$ cat config.mk
export PLATFORM = sky130hd
export DESIGN_NAME = flp_mul_pipe
export DESIGN_NICKNAME = d
export VERILOG_FILES = /design/src/rtl/flp_mul_pipe.sv
export SDC_FILE = /design/constraint.sdc
export NUM_CORES = 2
export LEC_CHECK = 0
export BUFFER_PORTS_ARGS = -buffer_cell sky130_fd_sc_hd__buf_4
export CORE_ASPECT_RATIO = 1.4
export CORE_MARGIN = 5
export CORE_UTILIZATION = 45
export CTS_CLUSTER_DIAMETER = 40
export CTS_CLUSTER_SIZE = 20
export DETAILED_ROUTE_END_ITERATION = 8
export PLACE_DENSITY = 0.63
export REMOVE_ABC_BUFFERS = 1
export SYNTH_ARGS = -nofsm -noshare
export SYNTH_HDL_FRONTEND = slang
export SYNTH_SLANG_ARGS = --single-unit
$ cat constraint.sdc
create_clock -name clk -period 8.51 [get_ports clk]
set_input_delay 1.702 -clock clk [delete_from_list [all_inputs] [get_ports clk]]
set_output_delay 1.702 -clock clk [all_outputs]
set_load 0.02 [all_outputs]
$ cat src/rtl/flp_mul_pipe.sv
// Three-stage pipelined floating-point multiplier (RNE, flush-to-zero) with valid/ready flow control.
// Optional exception flags output is enabled by defining FLP_MUL_FLAGS_EN.
module flp_mul_pipe #(
  parameter int EWIDTH  = 8,
  parameter int SWIDTH  = 23,
  parameter int RSWIDTH = 2
) (
  input  logic                     clk,
  input  logic                     rst,
  input  logic [EWIDTH+SWIDTH:0]   i_a,
  input  logic [EWIDTH+SWIDTH:0]   i_b,
  input  logic                     i_valid,
  output logic                     o_ready,
  output logic [EWIDTH+SWIDTH:0]   o_p,
  output logic                     o_valid,
  input  logic                     i_ready
`ifdef FLP_MUL_FLAGS_EN
  ,
  output logic [3:0]               o_flags
`endif
);

  localparam int W    = EWIDTH + SWIDTH + 1;
  localparam int PW   = 2 * (SWIDTH + 1);
  localparam int XW   = EWIDTH + 2;
  localparam logic [XW-1:0]        BIAS = XW'((1 << (EWIDTH - 1)) - 1);
  localparam logic signed [XW-1:0] EMAX = XW'((1 << EWIDTH) - 1);

  // Flow control: a stage advances when empty or when the next stage advances.
  logic s1_valid, s2_valid;
  logic s3_adv, s2_adv;

  assign s3_adv  = !o_valid || i_ready;
  assign s2_adv  = !s2_valid || s3_adv;
  assign o_ready = !s1_valid || s2_adv;

  // ---------------- Stage 1: unpack and classify ----------------
  logic              a_sign, b_sign;
  logic [EWIDTH-1:0] a_exp, b_exp;
  logic [SWIDTH-1:0] a_frac, b_frac;
  logic              a_zero, b_zero, a_inf, b_inf, a_nan, b_nan;

  assign {a_sign, a_exp, a_frac} = i_a;
  assign {b_sign, b_exp, b_frac} = i_b;
  assign a_zero = (a_exp == '0);
  assign b_zero = (b_exp == '0);
  assign a_inf  = (&a_exp) && (a_frac == '0);
  assign b_inf  = (&b_exp) && (b_frac == '0);
  assign a_nan  = (&a_exp) && (a_frac != '0);
  assign b_nan  = (&b_exp) && (b_frac != '0);

  logic              s1_sign, s1_nan, s1_inf, s1_zero;
  logic [XW-1:0]     s1_exp;
  logic [SWIDTH:0]   s1_ma, s1_mb;

  always_ff @(posedge clk) begin
    if (rst) begin
      s1_valid <= 1'b0;
    end else if (o_ready) begin
      s1_valid <= i_valid;
      if (i_valid) begin
        s1_sign <= a_sign ^ b_sign;
        s1_nan  <= a_nan || b_nan || (a_inf && b_zero) || (b_inf && a_zero);
        s1_inf  <= a_inf || b_inf;
        s1_zero <= a_zero || b_zero;
        s1_exp  <= {2'b00, a_exp} + {2'b00, b_exp} - BIAS;
        s1_ma   <= {1'b1, a_frac};
        s1_mb   <= {1'b1, b_frac};
      end
    end
  end

  // ---------------- Stage 2: significand product ----------------
  logic              s2_sign, s2_nan, s2_inf, s2_zero;
  logic [XW-1:0]     s2_exp;
  logic [PW-1:0]     s2_prod;

  always_ff @(posedge clk) begin
    if (rst) begin
      s2_valid <= 1'b0;
    end else if (s2_adv) begin
      s2_valid <= s1_valid;
      if (s1_valid) begin
        s2_sign <= s1_sign;
        s2_nan  <= s1_nan;
        s2_inf  <= s1_inf;
        s2_zero <= s1_zero;
        s2_exp  <= s1_exp;
        s2_prod <= PW'(s1_ma) * PW'(s1_mb);
      end
    end
  end

  // ---------------- Stage 3: normalise, round, pack ----------------
  // Product lies in [1,4); drop the leading one and left-align so the
  // fraction always sits at the same bit positions.
  logic                     top;
  logic [PW-2:0]            pn;
  logic [SWIDTH-1:0]        mant;
  logic [RSWIDTH-1:0]       guard;
  logic                     sticky, round_up;
  logic [SWIDTH:0]          frac_sum;
  logic signed [XW-1:0]     exp_n, exp_r;
  logic                     ovf, unf;

  assign top      = s2_prod[PW-1];
  assign pn       = top ? s2_prod[PW-2:0] : {s2_prod[PW-3:0], 1'b0};
  assign mant     = pn[2*SWIDTH -: SWIDTH];
  assign guard    = pn[SWIDTH -: RSWIDTH];
  assign sticky   = |pn[SWIDTH-RSWIDTH:0];
  assign round_up = guard[RSWIDTH-1] && ((|guard[RSWIDTH-2:0]) || sticky || mant[0]);
  assign frac_sum = {1'b0, mant} + (SWIDTH+1)'(round_up);
  assign exp_n    = s2_exp + XW'(top);
  assign exp_r    = exp_n + XW'(frac_sum[SWIDTH]);
  assign ovf      = (exp_r >= EMAX);
  assign unf      = (exp_r <= 0);

  logic [W-1:0] p_next;

  always_comb begin
    p_next = {s2_sign, exp_r[EWIDTH-1:0], frac_sum[SWIDTH-1:0]};
    if (s2_nan)
      p_next = {1'b0, {EWIDTH{1'b1}}, 1'b1, {(SWIDTH-1){1'b0}}};
    else if (s2_inf || (!s2_zero && ovf))
      p_next = {s2_sign, {EWIDTH{1'b1}}, {SWIDTH{1'b0}}};
    else if (s2_zero || unf)
      p_next = {s2_sign, {(W-1){1'b0}}};
  end

`ifdef FLP_MUL_FLAGS_EN
  logic [3:0] flags_next;

  always_comb begin
    flags_next = {3'b000, (|guard) || sticky};
    if (s2_nan)
      flags_next = 4'b1000;
    else if (s2_inf || s2_zero)
      flags_next = 4'b0000;
    else if (ovf)
      flags_next = 4'b0101;
    else if (unf)
      flags_next = 4'b0011;
  end

  always_ff @(posedge clk) begin
    if (rst)
      o_flags <= 4'b0000;
    else if (s3_adv && s2_valid)
      o_flags <= flags_next;
  end
`endif

  always_ff @(posedge clk) begin
    if (rst) begin
      o_valid <= 1'b0;
      o_p     <= '0;
    end else if (s3_adv) begin
      o_valid <= s2_valid;
      if (s2_valid)
        o_p <= p_next;
    end
  end

endmodule
## Word level (Yosys, flattened, before mapping)

Index checks and enable logic that the tools add are counted.

| word-level totals | value |
|---|---|
| register bits after elaboration | 157 |
| latch bits | 0 |
| bits in writable memories | 0 |
| memory bits (read-only) | 0 |
| input bits | 68 |
| output and inout port bits | 34 |
| word-level logic and storage cells | 67 |
| memories kept | 0 |

| operators by class | value |
|---|---|
| $add $sub $neg | 5 |
| $mul | 1 |
| div/mod/pow operators | 0 |
| $lt $le $gt $ge | 2 |
| equality and inequality tests | 0 |
| shifts and indexed selects | 0 |
| muxes and demuxes | 4 |
| bitwise operators | 2 |
| reductions and logical operators | 36 |

Operator list:

| operator | count |
|---|---|
| two-way mux 31 bit | 2 |
| multiplier 24 x 24 -> 48 bit | 1 |
| two-way mux 47 bit | 1 |
| logical NOT 23 bit | 2 |
| nonzero test 23 bit | 2 |
| two-way mux 32 bit | 1 |
| adder 23 x 1 -> 24 bit | 1 |
| OR reduction 22 bit | 1 |
| adder 10 x 1 -> 10 bit | 2 |
| logical NOT 8 bit | 2 |
| AND reduction 8 bit | 2 |
| logical OR 1 bit | 12 |
| >= comparator 10 x 9 -> 1 bit, second input constant | 1 |
| <= comparator 10 x 1 -> 1 bit, second input constant | 1 |
| subtractor 9 x 7 -> 10 bit, second input constant | 1 |
| adder 8 x 8 -> 9 bit | 1 |
| logical AND 1 bit | 8 |
| AND reduction 3 bit | 2 |
| logical NOT 1 bit | 4 |
| AND reduction 2 bit | 1 |
| NOT 1 bit | 1 |
| XOR 1 bit | 1 |

## Depth between registers and ports, before layout

| logic depth | value |
|---|---|
| depth in word-level cells | 12 |
| depth in mapped cells | 26 |
| depth with buffers taken out | 24 |

## Worst setup path after synthesis

Ideal clock, no wire load.

| path | value |
|---|---|
| kind | in2reg |
| start | in rst |
| end | reg s2_exp[0], enable pin |
| setup time | 571 ps |
| arrival time | 6520 ps |
| data required time | 7939 ps |
| setup slack | 1418 ps |
| stages | 2 |
| buffers on the path | 1 |
| path through | clkbuf_1 -> nor3b_1 |

| between the ends | value |
|---|---|
| word-level cells in the longest chain between the ends | 2 |

RTL lines:

| element | line | source |
|---|---|---|
| from (decl) | 9 | `input logic rst,` |
| NOT 1 bit (no source line) | n/a |  |
| AND reduction 3 bit (no source line) | n/a |  |
| to (signal assigned) | 88 | `s2_exp <= s1_exp;` |
| to (decl) | 75 | `logic [XW-1:0] s2_exp;` |

No other way between the ends.
A chain may end at the register's enable or synchronous reset.

## Final worst setup path

| path | value |
|---|---|
| start | reg s1_mb[9] |
| end | reg s2_prod[41] (data pin) |

| between the ends | value |
|---|---|
| word-level cells in the longest chain between the ends | 1 |

RTL lines:

| element | line | source |
|---|---|---|
| from (decl) | 54 | `logic [SWIDTH:0] s1_ma, s1_mb;` |
| from (signal assigned) | 68 | `s1_mb <= {1'b1, b_frac};` |
| multiplier 24 x 24 -> 48 bit | 89 | `s2_prod <= PW'(s1_ma) * PW'(s1_mb);` |
| to (signal assigned) | 89 |  |
| to (decl) | 76 | `logic [PW-1:0] s2_prod;` |

No other way between the ends.

==> impl_metrics.toml <==
[run_status]
status = "finished clean"

[layout]
area_growth_pct = 8.61
fin_area_um2 = 28100
final_cell_mix = "inv_1 (608), fa_1 (484), nand2_1 (325)"
layout_commonest_cell = "inv_1"
diodes = 0
drive_gt1_frac = 0.0891
final_cells = 3513
nets = 3501

[min_path]
holdPathStages = 0
holdPathEnd = "s2_sign$_DFFE_PP_"
min_path_type = "flip-flop to flip-flop"
min_from = "s1_sign$_DFFE_PP_"

[clock_tree]
cts_root_buf = "clkbuf_16"
ctsHoldBuffers = 0
cts_setup_buffers = 0
numCtsBuffers = 17
cts_tree = "done"
post_cts.resized_instances = 0
clk_pin_slew_ps = 80
htreeDepth = 4
cts_sinks = 157
clockBufferDepth = 2
clk_latency_ps = 490

[placed_design]
hpwl_um = 59200
gp_congestion = 0.925
portBuffers = 101
dpl.cell_count = 3481
placed_area_um2 = 27500
dp_slack_ps = 685

[drt]
first_pass_iters = 5
drtIter0Drc = 1336
avgViaCountPerCell = 5.37
wl_per_cell_um = 20.9
via_count = 18900
drt-total-wl_um = 73600
drc = 0
ant_nets = 0

[sta]
fin_ws_ps = 537
finClkSkew_ps = 10.1
fmax_mhz = 125
setup_violations = 0
setup_tns_ps = 0
tightest_slew_ps = 1310
hold_violations = 0
finalCritPeriodShare = 0.937
report.final.slew_viol_count = 0
grt_setup_unrepaired = "false"
min_period_ps = 7970
slew_headroom = 0.130

[setup_path]
reg2reg_from = "s1_mb[9]$_DFFE_PP_"
reg2reg_depth = 22
worst-r2r-setup-slack_ps = 540
cp.required_ps = 8740
critPathKind = "flip-flop to flip-flop"
cp_max_fo = 24
r2r-end = "s2_prod[41]$_DFFE_PP_"
end_kind = "flip-flop"
worst_ep_arrival_time_ps = 8200
timing.critical_path.from = "s1_mb[9]$_DFFE_PP_"
critPathLaunchType = "flip-flop"

[floorplanning]
io_pins = 102
die_h_um = 294
core_area_um2 = 57300
start_util = 0.452
die-area_um2 = 62500
die_x_um = 213
rows = 104

[synthesis]
synth_area_um2 = 25900
seq_area_frac_synth = 0.169
async_flop_share = 0
avgSynthCellArea_um2 = 9.56
syn_inst = 2706
ys.flop_type = "edfxtp_1"
yosysWarningCount = 0
synth-seq-cells = 157
synth_cell_types = 73
synth_edf_count = 122

[global_route]
grt_antenna_before_repair = 0
grt_pass1_vias = 20400
global_route.usage.met3 = 0.0448
grt_usage = 0.243
met1_usage = 0.305
busiest_layer = "met2"
grt_max_degree = 63
overflow = 0
grt_pass1_wl_um = 116000
use_met2 = 0.401

[flow_run]
max_cap_violations = 0
[synth_stat cells, types with 7 or more instances]
library cell | count | area share
clkbuf_1 | 106 | 0.015
mux2i_1 | 9 | 0.0035
nor2_1 | 100 | 0.015
o211ai_2 | 7 | 0.0034
a31oi_1 | 9 | 0.0022
o21bai_1 | 11 | 0.0032
nor2b_1 | 8 | 0.0019
dfxtp_1 | 35 | 0.027
nor4_1 | 21 | 0.0051
ha_1 | 191 | 0.092
edfxtp_1 | 122 | 0.14
nand4_1 | 18 | 0.0044
a211oi_2 | 9 | 0.0044
nand2_1 | 325 | 0.047
o21ai_0 | 25 | 0.0048
nand3_1 | 37 | 0.0072
a21o_1 | 27 | 0.0078
fa_1 | 484 | 0.37
xnor2_1 | 45 | 0.015
and2_1 | 249 | 0.060
xor2_1 | 35 | 0.012
inv_1 | 608 | 0.088
nor3_1 | 10 | 0.0019
a21oi_1 | 66 | 0.013
a22oi_2 | 13 | 0.0063
a211oi_1 | 7 | 0.0020
[flip-flops by register name (all words and copies together) (netlist names)]
| register | flops |
|---|---|
| o_p | 32 |
| o_valid | 1 |
| s1_exp | 10 |
| s1_inf | 1 |
| s1_ma | 23 |
| s1_mb | 23 |
| s1_nan | 1 |
| s1_sign | 1 |
| s1_valid | 1 |
| s1_zero | 1 |
| s2_exp | 10 |
| s2_inf | 1 |
| s2_nan | 1 |
| s2_prod | 48 |
| s2_sign | 1 |
| s2_valid | 1 |
| s2_zero | 1 |
[cell families after synthesis]
| group | synth area share |
|---|---|
| xor+xnor | 0.0271 |
| compound gates | 0.0656 |
| flops | 0.169 |
| fa+ha+maj | 0.467 |
| mux | 0.00667 |
| simple gates | 0.158 |
| buf+inv | 0.107 |
[worst max path at each step]
stage,to,slack [ps],cells after the start
after CTS,s2_prod[41]$_DFFE_PP_,650,22
after global routing,s2_prod[41]$_DFFE_PP_,210,22
after detailed placement,s2_prod[41]$_DFFE_PP_,690,22
after global placement,s2_prod[47]$_DFFE_PP_,770,22
final,s2_prod[41]$_DFFE_PP_,540,22
after floorplan,s2_exp[0]$_DFFE_PP_,1480,3
[critical path, stage by stage (launching register included)]
cell and delay (ps):
edfxtp_1 1150, nand2_1 200, fa_1 590, inv_1 90, fa_1 550, inv_1 60
fa_1 500, inv_1 50, fa_1 590, fa_1 460, fa_1 500, inv_1 50
fa_1 540, inv_1 60, ha_1 450, nand3_1 210, or2_2 390, nor3_1 140
o211ai_1 260, and2_1 300, o21ai_2 270, a2111o_1 190, o311ai_1 90
[area by class of cell]
type                            count  area [um2]
Clock buffer                       17         425
Clock inverter                     15         191
Fill cell                        5406       29100
Inverter                          610        2290
Multi-Input combinational cell   1818       18800
Sequential cell                   157        4360
Tap cell                          742         928
Timing Repair Buffer              154        1160
[per-stage QoR]
step           hold WS, ps   util
2_1_floorplan          400      -
3_3_place_gp           408  0.480
3_5_place_dp           405  0.480
4_1_cts                423  0.491
5_1_grt                426  0.491
6_report               421  0.491
[routing by layer]
layer | vias to the layer above | share of wire
met5 | - | 0
met4 | 0 | 0.059
met3 | 182 | 0.069
met2 | 761 | 0.48
met1 | 9560 | 0.39
li1 | 8366 | -
Power is left out: the tool's default activity adds up to more than one toggle a clock period on the data nets, which glitch-free logic cannot reach.
